--- src/rtl/obi_arb_pkg.sv ---
// Shared types and helpers for the OBI round-robin arbiter.
// rr_pick works on a fixed 8-bit request vector, which covers the 2..8 port range.
package obi_arb_pkg;

    localparam int unsigned OBI_BE_WIDTH   = 4;
    localparam int unsigned OBI_ADDR_WIDTH = 32;
    localparam int unsigned OBI_DATA_WIDTH = 32;
    localparam int unsigned OBI_MAX_REQ    = 8;
    localparam int unsigned OBI_REQ_IDX_W  = 3;

    // One initiator's address-phase bundle at the SoC's native widths.
    typedef struct packed {
        logic [OBI_ADDR_WIDTH-1:0] addr;
        logic                      we;
        logic [OBI_BE_WIDTH-1:0]   be;
        logic [OBI_DATA_WIDTH-1:0] wdata;
    } obi_req_t;

    typedef struct packed {
        logic                     found;
        logic [OBI_REQ_IDX_W-1:0] idx;
    } rr_pick_t;

    // Returns the first asserted request at or above ptr, wrapping modulo num.
    // Fixed priority is the same search with ptr tied to zero.
    function automatic rr_pick_t rr_pick(input logic [OBI_MAX_REQ-1:0]   req,
                                         input logic [OBI_REQ_IDX_W-1:0] ptr,
                                         input int unsigned              num);
        rr_pick_t    res;
        int unsigned k;
        res.found = 1'b0;
        res.idx   = '0;
        for (int unsigned i = 0; i < OBI_MAX_REQ; i++) begin
            if (i < num) begin
                k = 32'(ptr) + i;
                if (k >= num) begin
                    k = k - num;
                end
                if (!res.found && req[k[OBI_REQ_IDX_W-1:0]]) begin
                    res.found = 1'b1;
                    res.idx   = k[OBI_REQ_IDX_W-1:0];
                end
            end
        end
        return res;
    endfunction

endpackage

--- src/rtl/obi_arb_id_fifo.sv ---
// In-order FIFO of initiator indices, one entry per granted but unanswered
// transaction. Occupancy is tracked with a counter; pointers wrap at DEPTH.
module obi_arb_id_fifo #(
    parameter int unsigned WIDTH = 1,
    parameter int unsigned DEPTH = 2
) (
    input  logic             clk_i,
    input  logic             rst_ni,
    input  logic             push,
    input  logic             pop,
    input  logic [WIDTH-1:0] din,
    output logic [WIDTH-1:0] dout,
    output logic             full,
    output logic             empty
);

    localparam int unsigned PTR_W = (DEPTH > 1) ? $clog2(DEPTH) : 1;
    localparam int unsigned CNT_W = $clog2(DEPTH + 1);

    logic [WIDTH-1:0] mem [DEPTH];
    logic [PTR_W-1:0] wr_ptr;
    logic [PTR_W-1:0] rd_ptr;
    logic [CNT_W-1:0] count;
    logic             push_ok;
    logic             pop_ok;

    assign full    = (count == CNT_W'(DEPTH));
    assign empty   = (count == '0);
    assign push_ok = push && !full;
    assign pop_ok  = pop && !empty;
    assign dout    = mem[rd_ptr];

    // Storage needs no reset: an entry is only read after it has been written.
    always_ff @(posedge clk_i) begin
        if (push_ok) begin
            mem[wr_ptr] <= din;
        end
    end

    // Pointer and occupancy update; simultaneous push and pop leave count unchanged.
    always_ff @(posedge clk_i or negedge rst_ni) begin
        if (!rst_ni) begin
            wr_ptr <= '0;
            rd_ptr <= '0;
            count  <= '0;
        end else begin
            if (push_ok) begin
                wr_ptr <= (wr_ptr == PTR_W'(DEPTH - 1)) ? '0 : wr_ptr + 1'b1;
            end
            if (pop_ok) begin
                rd_ptr <= (rd_ptr == PTR_W'(DEPTH - 1)) ? '0 : rd_ptr + 1'b1;
            end
            if (push_ok && !pop_ok) begin
                count <= count + 1'b1;
            end else if (pop_ok && !push_ok) begin
                count <= count - 1'b1;
            end
        end
    end

endmodule

--- src/rtl/obi_rr_arbiter.sv ---
// Round-robin arbiter sharing one OBI target among NUM_REQ initiators.
// A pending address phase is locked until granted; responses are routed back
// in order through an ID FIFO.
// Define OBI_ARB_FIXED_PRIO_EN for lowest-index-wins selection (no rr pointer).
// While locked, the target request follows the locked initiator's req, so an
// initiator withdrawing early drops t_req_o, releases the lock and flags err_o.
module obi_rr_arbiter
    import obi_arb_pkg::*;
#(
    parameter int unsigned NUM_REQ         = 2,
    parameter int unsigned ADDR_WIDTH      = 32,
    parameter int unsigned DATA_WIDTH      = 32,
    parameter int unsigned MAX_OUTSTANDING = 2
) (
    input  logic                               clk_i,
    input  logic                               rst_ni,
    input  logic [NUM_REQ-1:0]                 req_i,
    output logic [NUM_REQ-1:0]                 gnt_o,
    input  logic [NUM_REQ*ADDR_WIDTH-1:0]      addr_i,
    input  logic [NUM_REQ-1:0]                 we_i,
    input  logic [NUM_REQ*OBI_BE_WIDTH-1:0]    be_i,
    input  logic [NUM_REQ*DATA_WIDTH-1:0]      wdata_i,
    output logic [NUM_REQ-1:0]                 rvalid_o,
    output logic [DATA_WIDTH-1:0]              rdata_o,
    output logic                               t_req_o,
    input  logic                               t_gnt_i,
    output logic [ADDR_WIDTH-1:0]              t_addr_o,
    output logic                               t_we_o,
    output logic [OBI_BE_WIDTH-1:0]            t_be_o,
    output logic [DATA_WIDTH-1:0]              t_wdata_o,
    input  logic                               t_rvalid_i,
    input  logic [DATA_WIDTH-1:0]              t_rdata_i,
    output logic                               busy_o,
    output logic                               err_o
);

    localparam int unsigned IDX_W = (NUM_REQ > 1) ? $clog2(NUM_REQ) : 1;

    logic             lock_q;
    logic [IDX_W-1:0] lock_idx_q;
    logic             err_q;
    logic [IDX_W-1:0] ptr;
    rr_pick_t         pick;
    logic [IDX_W-1:0] winner;
    logic             sel_req;
    logic             grant;
    logic             fifo_push;
    logic             fifo_pop;
    logic [IDX_W-1:0] fifo_dout;
    logic             fifo_full;
    logic             fifo_empty;

`ifdef OBI_ARB_FIXED_PRIO_EN
    assign ptr = '0;
`else
    logic [IDX_W-1:0] rr_ptr_q;

    assign ptr = rr_ptr_q;

    // Advance the round-robin pointer past each granted initiator.
    always_ff @(posedge clk_i or negedge rst_ni) begin
        if (!rst_ni) begin
            rr_ptr_q <= '0;
        end else if (grant) begin
            rr_ptr_q <= (winner == IDX_W'(NUM_REQ - 1)) ? '0 : winner + 1'b1;
        end
    end
`endif

    // Pick the winner: the locked index if an address phase is pending, else a fresh search.
    always_comb begin
        pick    = rr_pick(OBI_MAX_REQ'(req_i), OBI_REQ_IDX_W'(ptr), NUM_REQ);
        winner  = lock_q ? lock_idx_q : IDX_W'(pick.idx);
        sel_req = lock_q ? req_i[lock_idx_q] : pick.found;
    end

    assign t_req_o   = sel_req && !fifo_full;
    assign grant     = t_req_o && t_gnt_i;
    assign fifo_push = grant;
    assign fifo_pop  = t_rvalid_i && !fifo_empty;
    assign rdata_o   = t_rdata_i;
    assign busy_o    = !fifo_empty || t_req_o;
    assign err_o     = err_q;

    // Address-phase mux plus one-hot grant and response routing; all zero when idle.
    always_comb begin
        t_addr_o  = '0;
        t_we_o    = 1'b0;
        t_be_o    = '0;
        t_wdata_o = '0;
        gnt_o     = '0;
        rvalid_o  = '0;
        for (int unsigned k = 0; k < NUM_REQ; k++) begin
            if (t_req_o && (winner == IDX_W'(k))) begin
                t_addr_o  = addr_i[k*ADDR_WIDTH +: ADDR_WIDTH];
                t_we_o    = we_i[k];
                t_be_o    = be_i[k*OBI_BE_WIDTH +: OBI_BE_WIDTH];
                t_wdata_o = wdata_i[k*DATA_WIDTH +: DATA_WIDTH];
                gnt_o[k]  = grant;
            end
            if (fifo_pop && (fifo_dout == IDX_W'(k))) begin
                rvalid_o[k] = 1'b1;
            end
        end
    end

    // Lock a stalled address phase and keep a sticky record of protocol violations.
    always_ff @(posedge clk_i or negedge rst_ni) begin
        if (!rst_ni) begin
            lock_q     <= 1'b0;
            lock_idx_q <= '0;
            err_q      <= 1'b0;
        end else begin
            lock_q <= t_req_o && !t_gnt_i;
            if (t_req_o && !t_gnt_i) begin
                lock_idx_q <= winner;
            end
            if ((t_rvalid_i && fifo_empty) || (lock_q && !req_i[lock_idx_q])) begin
                err_q <= 1'b1;
            end
        end
    end

    obi_arb_id_fifo #(
        .WIDTH (IDX_W),
        .DEPTH (MAX_OUTSTANDING)
    ) u_id_fifo (
        .clk_i  (clk_i),
        .rst_ni (rst_ni),
        .push   (fifo_push),
        .pop    (fifo_pop),
        .din    (winner),
        .dout   (fifo_dout),
        .full   (fifo_full),
        .empty  (fifo_empty)
    );

endmodule

--- config.mk ---
export PLATFORM = sky130hd
export DESIGN_NAME = obi_rr_arbiter
export DESIGN_NICKNAME = d
export VERILOG_FILES = /design/src/rtl/obi_arb_pkg.sv /design/src/rtl/obi_arb_id_fifo.sv /design/src/rtl/obi_rr_arbiter.sv
export SDC_FILE = /design/constraint.sdc
export NUM_CORES = 1
export LEC_CHECK = 0
export CORE_AREA = 2 2 112 114
export CTS_BUF_LIST = sky130_fd_sc_hd__clkbuf_8
export DETAILED_ROUTE_END_ITERATION = 8
export DIE_AREA = 0 0 114 116
export GPL_TIMING_DRIVEN = 0
export SLEW_MARGIN = 40
export SYNTH_ARGS = -nofsm -noshare
export SYNTH_HDL_FRONTEND = slang
export SYNTH_SLANG_ARGS = --single-unit
--- constraint.sdc ---
create_clock -name clk_i -period 1.9 [get_ports clk_i]
set_input_delay 0.38 -clock clk_i [delete_from_list [all_inputs] [get_ports clk_i]]
set_output_delay 0.38 -clock clk_i [all_outputs]
set_load 0.01 [all_outputs]
==> flow_summary.yaml <==
grt:
  grt_pass1_wl_mm: 15.77
  antenna_found_initial: 0
  grt_max_degree: 12
  grt_pass1_vias: 3177
  grt.overflow.total: 0
  grt_usage_pct: 14.87
sta:
  setup_ws_ns: -0.3284
  setup_viol: 74
  grt_setup_unrepaired: "true"
  setup_tns_ns: -21.24
  whs_ns: 0.4134
  period_needed_ns: 2.228
  fin_skew_ns: 0.007115
  fin_crit_sh_pct: 117.3
  fmax_ghz: 0.4488
  hold_violations: 0
  slew_headroom_pct: 75.53
  worst_pin_slew_ns: 0.3659
  maxSlewViolCount: 0
setup_path:
  crit_path_start_kind: "register"
  reg2regPathDepth: 10
  worst_ep_required_time_ns: 1.52
  crit_path_end_kind: "output pin"
  worstPathArrival_ns: 1.85
  r2r_slack_ns: -0.12
  crit_type: "reg2out"
  path_max_fanout: 7
synthesis:
  synthesis.area_um2: 1697
  synth_cell_type_count: 27
  ys_ff_latch: 10
  yosysTopAreaCell: "nand2_1"
  ys_seq_area_share_pct: 15.34
  avgSynthCellArea_um2: 5.563
  netlist_instances: 305
  yosys-top-cells-area: "nand2_1 (31%), a21oi_1 (20%), buf_4 (14%)"
  syn_nets: 482
  synth_top_area_share_pct: 30.97
  yosys_warnings: 0
cts:
  cts_made_buffers: 3
  cts_buffer_depth: 2
  insertion_delay_ns: 0.24
  cts_hold_buf: 0
  cts_root_buf: "clkbuf_8"
  h-tree-depth: 1
  cts_tree: "yes"
  clk_pin_slew_ns: 0.05
  cts.sinks: 10
power:
  p_leak_nw: 2.222
  ir_worst_vdd_v: 0.0003480
  swShare_pct: 46.36
  p_total_mw: 5.412
  combPwrFrac_pct: 87.6
  power_density_nw_per_um2: 1063
  pwr-share-clk_pct: 5.1
  p_int_mw: 2.903
  pwr-share-seq_pct: 7.3
  p_sw_mw: 2.509
die:
  ios: 284
  die_h_um: 116
  core_um2: 11910
  die-area_um2: 13220
  rows: 40
  dieWidth_um: 114
  start_util_pct: 14.24
job:
  cap_violations: 0
layout:
  mostFrequentLayoutCell: "clkdlybuf4s50_1"
  final_cell_mix: "clkdlybuf4s50_1 (174), nand2_1 (138), buf_2 (62)"
  drive_gt1_share_pct: 40.97
  nNetsFinal: 754
  syn_to_final_growth_pct: 200.1
  diodes: 0
  finish.utilization_pct: 42.75
status:
  status: "complete, but fails checks"
  violations: "setup timing"
detailed_routing:
  final_antenna_net_count: 0
  dr_wl_met2_mm: 5.928
  vias_per_cell: 4.192
  wl_met1_mm: 4.350
  wl_met3_um: 582
  routed_wirelength_mm: 10.95
  wire_per_inst_um: 15.15
  top_layer: "met4"
  num_vias: 3031
  drtPass1Iterations: 4
  drcViolationCount: 0
  drtIter0Drc: 106
min_path:
  hold_path.class: "in2async"
placed_design:
  place_ws_ns: -1.319
  gp_congestion: 0.7589
  portBuffers: 251
  place_hpwl_mm: 8.109
-- cell families after synthesis --
| kind of cell | count (synthesis) | share of synthesized area [%] |
|---|---|---|
| adders and majority gates | 1 | 0.7373 |
| AOI/OAI and AO/OA | 73 | 22.27 |
| buffers and inverters | 59 | 21.31 |
| and+or+nand+nor | 153 | 35.03 |
| muxes | 4 | 2.728 |
| DFF | 10 | 15.34 |
| xor gates and xnor gates | 5 | 2.582 |
-- Yosys cell counts (all sizes together) --
master  number
nand2      141
mux2         2
and3         1
a221o        2
mux2i        2
dfrtp        8
ha           1
inv          4
a21oi       69
xor2         2
xnor2        3
nor2         8
buf         44
clkbuf      11
edfxtp       2
nor2b        2
o21a         1
nand2b       1
o21ai        1
-- power groups by stage --
| stage | Combinational (mW) | Sequential, mW | Clock, mW |
|---|---|---|---|
| 3_5_place_dp | 3.58 | 0.386 | 0 |
| 6_report | 4.74 | 0.396 | 0.274 |
| 5_1_grt | 5.11 | 0.411 | 0.290 |
| 3_3_place_gp | 3.56 | 0.382 | 0 |
| 2_1_floorplan | 1.64 | 0.369 | 0 |
| 4_1_cts | 4.28 | 0.384 | 0.278 |
-- metal layers --
| metal | GRT usage (%) | vias to the layer above |
|---|---|---|
| li1 | - | 1489 |
| met1 | 17.40 | 1392 |
| met2 | 29.21 | 144 |
| met3 | 1.412 | 6 |
| met4 | 3.171 | 0 |
| met5 | 0 | - |
-- worst paths after layout --
path                                              startpoint                              to
worst min register to register  u_id_fifo.wr_ptr$_DFFE_PN0P_    u_id_fifo.wr_ptr$_DFFE_PN0P_
max in group asynchronous                             rst_ni  u_id_fifo.count[0]$_DFFE_PN0P_
min in group clk_i              u_id_fifo.wr_ptr$_DFFE_PN0P_    u_id_fifo.wr_ptr$_DFFE_PN0P_
worst min-delay path                                  rst_ni    u_id_fifo.rd_ptr$_DFFE_PN0P_
worst max-delay path                  lock_idx_q$_DFFE_PN0P_                    t_wdata_o[9]
worst max register to register        lock_idx_q$_DFFE_PN0P_  u_id_fifo.count[1]$_DFFE_PN0P_
-- flip-flops by register name, summed over array words and instances, names as in the netlist --
register,count
u_id_fifo.count,2
u_id_fifo.mem,2
err_o,1
lock_idx_q,1
lock_q,1
ptr,1
u_id_fifo.rd_ptr,1
u_id_fifo.wr_ptr,1
-- final cells by class --
cell class | instances | area (um2)
fill | 1231 | 6819
timing repair buffer | 266 | 2432
multi-input combinational | 236 | 1489
buffer | 55 | 619.3
sequential | 10 | 261.5
tap | 147 | 183.9
clock buffer | 4 | 55.05
inverter | 4 | 42.54
timing repair inverter | 1 | 8.758
-- through the flow --
step	cells	area (um2)
2_1_floorplan	305	1697
3_3_place_gp	703	4393
3_5_place_dp	703	4393
5_1_grt	723	5092
4_1_cts	727	4795
6_report	723	5092
-- critical path, cell delays in order, from the launching register on --
cell and delay, ns:
dfrtp_1 0.41, mux2i_2 0.17, a221o_2 0.41, buf_12 0.18, clkbuf_16 0.16, a21oi_2 0.11, buf_2 0.14
-- repair_timing --
action                                  in CTS  in global routing
endpoints found under the setup margin      77                 77
pin swaps                                    2                  4
buffers inserted                            14                  1
gates resized for setup                    416                 88
cloned                                       6                  1
Note: power is estimated with default switching activity, not from simulation.
